**src/rtl/inst_fetch_ctrl.sv**
```systemverilog
// Instruction-fetch controller: latches the PC, runs a req/ack imem read, holds the word for
// the decoder and returns steve/imm16/nPC_sel. Optional IFETCH_ALIGN_CHECK_EN faults on misaligned PC.
module inst_fetch_ctrl #(
  parameter logic [31:0] RESET_PC   = 32'h00400020,
  parameter logic [5:0]  BEQ_OPCODE = 6'h04,
  parameter int unsigned TIMEOUT    = 16
) (
  input  logic        clk,
  input  logic        reset,
  input  logic [31:0] pc,
  output logic        imem_req,
  output logic [31:0] imem_addr,
  input  logic        imem_ack,
  input  logic [31:0] imem_rdata,
  input  logic        dec_ready,
  input  logic        alu_zero,
  output logic [31:0] instr,
  output logic        instr_valid,
  output logic [15:0] imm16,
  output logic        nPC_sel,
  output logic        steve,
  output logic        fault
);

  typedef enum logic [2:0] {StIdle, StWait, StHold, StAdv, StFault} state_e;

  localparam logic [7:0] CntLast = 8'(TIMEOUT - 1);

  state_e      state_q, state_d;
  logic        req_q, req_d;
  logic [31:0] addr_q, addr_d;
  logic [31:0] instr_q, instr_d;
  logic        valid_q, valid_d;
  logic        steve_q, steve_d;
  logic        fault_q, fault_d;
  logic        br_q, br_d;
  logic [7:0]  cnt_q, cnt_d;
  logic        br_now;

  assign br_now = (instr_q[31:26] == BEQ_OPCODE) & alu_zero;

  always_comb begin
    state_d = state_q;
    req_d   = req_q;
    addr_d  = addr_q;
    instr_d = instr_q;
    valid_d = valid_q;
    steve_d = steve_q;
    fault_d = fault_q;
    br_d    = br_q;
    cnt_d   = cnt_q;
    unique case (state_q)
      StIdle: begin
`ifdef IFETCH_ALIGN_CHECK_EN
        // Misaligned PC is still captured so the faulting address is visible.
        addr_d = pc;
        if (pc[1:0] != 2'b00) begin
          fault_d = 1'b1;
          state_d = StFault;
        end else begin
          req_d   = 1'b1;
          cnt_d   = '0;
          state_d = StWait;
        end
`else
        addr_d  = pc & 32'hFFFF_FFFC;
        req_d   = 1'b1;
        cnt_d   = '0;
        state_d = StWait;
`endif
      end
      StWait: begin
        if (imem_ack) begin
          instr_d = imem_rdata;
          req_d   = 1'b0;
          valid_d = 1'b1;
          state_d = StHold;
        end else if (cnt_q >= CntLast) begin
          fault_d = 1'b1;
          req_d   = 1'b0;
          state_d = StFault;
        end else if (cnt_q != 8'hFF) begin
          cnt_d = cnt_q + 8'd1;
        end
      end
      StHold: begin
        if (dec_ready) begin
          valid_d = 1'b0;
          steve_d = 1'b1;
          br_d    = br_now;
          state_d = StAdv;
        end
      end
      StAdv: begin
        steve_d = 1'b0;
        br_d    = 1'b0;
        state_d = StIdle;
      end
      StFault: begin
        req_d   = 1'b0;
        valid_d = 1'b0;
        steve_d = 1'b0;
        fault_d = 1'b1;
      end
      default: state_d = StIdle;
    endcase
  end

  always_ff @(posedge clk) begin
    if (reset) begin
      state_q <= StIdle;
      req_q   <= 1'b0;
      addr_q  <= RESET_PC;
      instr_q <= '0;
      valid_q <= 1'b0;
      steve_q <= 1'b0;
      fault_q <= 1'b0;
      br_q    <= 1'b0;
      cnt_q   <= '0;
    end else begin
      state_q <= state_d;
      req_q   <= req_d;
      addr_q  <= addr_d;
      instr_q <= instr_d;
      valid_q <= valid_d;
      steve_q <= steve_d;
      fault_q <= fault_d;
      br_q    <= br_d;
      cnt_q   <= cnt_d;
    end
  end

  // Branch decision is live while holding, then frozen for the PC-advance cycle.
  always_comb begin
    nPC_sel = 1'b0;
    if (state_q == StHold) nPC_sel = br_now;
    else if (state_q == StAdv) nPC_sel = br_q;
  end

  assign imem_req    = req_q;
  assign imem_addr   = addr_q;
  assign instr       = instr_q;
  assign instr_valid = valid_q;
  assign imm16       = instr_q[15:0];
  assign steve       = steve_q;
  assign fault       = fault_q;

endmodule

```
**config.mk**
```make
export PLATFORM = sky130hd
export DESIGN_NAME = inst_fetch_ctrl
export DESIGN_NICKNAME = d
export VERILOG_FILES = /design/src/rtl/inst_fetch_ctrl.sv
export SDC_FILE = /design/constraint.sdc
export NUM_CORES = 1
export LEC_CHECK = 0
export BUFFER_PORTS_ARGS = -buffer_cell sky130_fd_sc_hd__buf_2
export CORE_ASPECT_RATIO = 1.5
export CORE_MARGIN = 2
export CORE_UTILIZATION = 48
export DETAILED_ROUTE_END_ITERATION = 10
export PLACE_DENSITY = 0.89
export SYNTH_ARGS = -nofsm -noshare
export SYNTH_HDL_FRONTEND = slang
export SYNTH_SLANG_ARGS = --single-unit
```
**constraint.sdc**
```tcl
create_clock -name clk -period 4.3 [get_ports clk]
set_clock_uncertainty 0.05 [all_clocks]
set_input_delay 0.645 -clock clk [delete_from_list [all_inputs] [get_ports clk]]
set_output_delay 0.645 -clock clk [all_outputs]
set_load 0.01 [all_outputs]
```
==> summary.txt <==
Synth
  – Largest family of logic cells by synthesized area: simple AND/OR/NAND/NOR gates
  – Synth Instances: 376
  – Synth Area in XOR/XNOR: 0
  – Seq/Total Area, Yosys: 0.5196
  – Distinct cells, synth: 30
  – Synth Cell Area: 0.003005 sq mm
  – Syn_area_per_cell: 7.993 sq um
  – Compound-Gate Fraction of Synth Area: 0.1465
  – Total number of yosys warnings: 0
  – Synth Register Bits: 78
  – Synth Area in Simple Gates: 0.2406
  – Mux cell area share after synthesis: 0.01041
  – Synth Area in Adders: 0.004163

Finish
  – Storage element area: 0.001562 sq mm
  – Final Non-Filler Cells: 576
  – Area of the multi-input gates: 0.001225 sq mm
  – Share of cells above drive strength 1: 0.3426
  – Post-route cell area: 0.003865 sq mm
  – Net count, final: 567
  – Area Overhead vs Synth: 28.60%
  – Antenna Cells: 0
  – Fillers: 520

Floorplan
  – Row count: 35
  – Die Area: 0.006923 sq mm
  – Initial Util: 0.4937
  – Die Height: 100.9 um
  – Core ar.: 0.006087 sq mm
  – Die Wd: 68.61 um
  – Ports: 154

Place
  – Post-placement cell count: 560
  – Routability congestion estimate from global placement: 0.8253
  – DP Area: 0.003651 sq mm
  – Input/output buffers: 149
  – Hpwl dp: 5174 um

Routing
  – Via/cell ratio: 5.033
  – Drt pass-1 iters: 4
  – DR vias: 2899
  – DR iter-0 viols: 122
  – Met3 routed WL: 416 um
  – WL per Instance: 12.51 um
  – DRC Markers: 0
  – Drt total wl: 7203 um
  – Met2 wire len: 3920 um
  – Post-Route M1 WL: 2652 um
  – Antenna Nets Post-Route: 0
  – Top layer in use: met4

CTS
  – Worst skew pair latency: 0.34 ns
  – # hold bufs at CTS: 0
  – Total CTS buffers: 9
  – Clk root buf: clkbuf_8
  – CTS tree: yes
  – CTS clk-pin slew, worst paths: 0.08 ns
  – Post-CTS Setup Inserts: 0
  – H-tree depth: 3
  – Max Root-Sink Buffers: 2
  – Clk sinks: 78
  – Post-CTS sizing: 0

GRT
  – Vias in the first global route: 2653
  – GR Util All Layers: 0.2080
  – First-pass GRT wire length: 11020 um
  – Largest net degree at the start of global routing: 49
  – Initial antenna violation count: 0
  – GRT overflow: 0

Power and ir drop
  – P_sw: 421.2 uW
  – Cell Pwr Density: 415.4 mW/mm^2
  – Int Pwr: 1184 uW
  – Clock power share: 0.366
  – Seq pwr share: 0.494
  – Leakage: 0.001842 uW
  – Switch share: 0.2624
  – Worst vdd ir: 0.0002633 V
  – Gate power share: 0.139
  – Total power draw: 1605 uW

Hold path
  – Hold Crit Class: reg2reg

Critical path
  – Reg2reg end: cnt_q[0]$_SDFFE_PP0P_
  – Crit path launch type: flop
  – Worst reg2reg path startpoint: state_q[2]$_SDFFE_PP0P_
  – Slack of the worst reg-to-reg path: 2.01 ns
  – Worst endpoint required time: 3.61 ns
  – Worst R2R Path Depth: 3
  – Worst Setup EP: nPC_sel
  – Critical path origin: instr[30]$_SDFFE_PP0P_
  – CP endpoint kind: output port
  – Critical Path AT: 1.66 ns
  – Critical setup path kind: reg2out
  – Critical Path Fanout Max: 3

Timing
  – Least-Margin Pin Slew: 1.128 ns
  – RSZ-0062 raised after global routing: false
  – Final Max Tran Viols: 0
  – Final setup fails: 0
  – TNS Setup: 0 ns
  – Crit path time final: 2.356 ns
  – Min Hold Slack: 0.4019 ns
  – Final hold violations: 0
  – Fmax: 424.4 MHz
  – Final period util: 0.5480
  – Slew headroom: 0.2462

Run
  – Maxcap violations: 0

Outcome
  – Status: complete, no violations
==> placed cells by master (no fill, tap or decap), types with 3 or more instances in the layout <==
master,n
a211oi_1,4
a21oi_1,69
buf_2,149
buf_4,3
clkbuf_8,9
dfxtp_1,78
nand2_1,130
nand3_1,3
nand3b_1,3
nor2_1,6
nor2b_1,4
nor3b_1,5
o21ai_0,4
==> metal layers <==
layer  vias up  global-route usage
li1       1457                   -
met4         0              0.1031
met3        23             0.05587
met5         -                   0
met2        93              0.3780
met1      1326              0.2076
==> final cells by class <==
class,instances,area share
sequential,78,0.4040
tap,74,0.02396
inverter,1,0.0009712
clock inverter,6,0.02234
timing repair buffer,152,0.1988
multi-input combinational,255,0.3169
clock buffer,10,0.03302
==> power by group through the flow <==
stage	Sequential, uW	Clock [uW]	Combinational [uW]
after floorplan	825	0	120
after CTS	793	605	226
final	794	588	224
after detailed placement	810	0	226
after global placement	807	0	218
after global routing	800	628	250
==> metrics by stage <==
step             util  setup slack [ns]
2_1_floorplan       -             2.349
3_3_place_gp   0.5998             1.941
3_5_place_dp   0.5998             1.966
4_1_cts        0.6349             1.892
5_1_grt        0.6349             1.727
6_report       0.6349             1.944
==> critical path, cell delays in order, from the launching register on <==
cell and delay, ns:
dfxtp_1 0.34, nand4bb_1 0.20, nor4_1 0.38, mux2i_1 0.13, nor2b_1 0.12, buf_2 0.14
==> logic make-up (layout without fill, tap and decap cells) <==
family	count (synthesis)	count (layout)
other cells	1	2
fa+ha+maj	1	1
buf+inv	44	169
compound gates	83	83
mux	3	3
flops	78	78
simple gates	166	166
==> synthesized netlist by cell type <==
master     instances  share of area
a211oi_1           4          0.010
a21o_1             2         0.0050
a21oi_1           69           0.11
buf_4             18          0.045
clkbuf_1          25          0.031
conb_1             1         0.0012
dfxtp_1           78           0.52
ha_1               1         0.0042
inv_1              1         0.0012
mux2_2             1         0.0037
mux2i_1            2         0.0067
nand2_1          130           0.16
nand2b_1           2         0.0042
nand3_1            3         0.0050
nand3b_1           3         0.0075
nand4b_1           1         0.0029
nand4bb_1          1         0.0037
nor2_1             6         0.0075
nor2b_1            4         0.0083
nor3_1             4         0.0067
nor3b_1            5          0.012
nor3b_2            1         0.0042
nor4_1             2         0.0042
o211ai_1           2         0.0050
o21a_1             1         0.0025
o21ai_0            4         0.0067
o21bai_1           1         0.0025
or3_1              1         0.0021
or4_1              2         0.0050
or4b_4             1         0.0046
==> registers in the layout (all words and copies together), names as in the netlist <==
name / cells
imem_req: 1
fault: 1
state_q: 3
steve: 1
imem_addr: 30
cnt_q: 8
br_q: 1
instr_valid: 1
instr: 32
==> how the worst min path moves through the flow <==
stage / from / endpoint / slack, ns / cells past startpoint
2_1_floorplan: cnt_q[7]$_SDFFE_PP0P_ / cnt_q[7]$_SDFFE_PP0P_ / 0.41 / 1
3_3_place_gp: imem_addr[12]$_SDFFE_PP0P_ / imem_addr[12]$_SDFFE_PP0P_ / 0.39 / 2
3_5_place_dp: imem_addr[30]$_SDFFE_PP0P_ / imem_addr[30]$_SDFFE_PP0P_ / 0.39 / 2
4_1_cts: instr[17]$_SDFFE_PP0P_ / instr[17]$_SDFFE_PP0P_ / 0.41 / 2
5_1_grt: imem_addr[3]$_SDFFE_PP0P_ / imem_addr[3]$_SDFFE_PP0P_ / 0.43 / 2
6_report: instr[17]$_SDFFE_PP0P_ / instr[17]$_SDFFE_PP0P_ / 0.40 / 2
No activity file was read; power rests on OpenSTA's default activity.
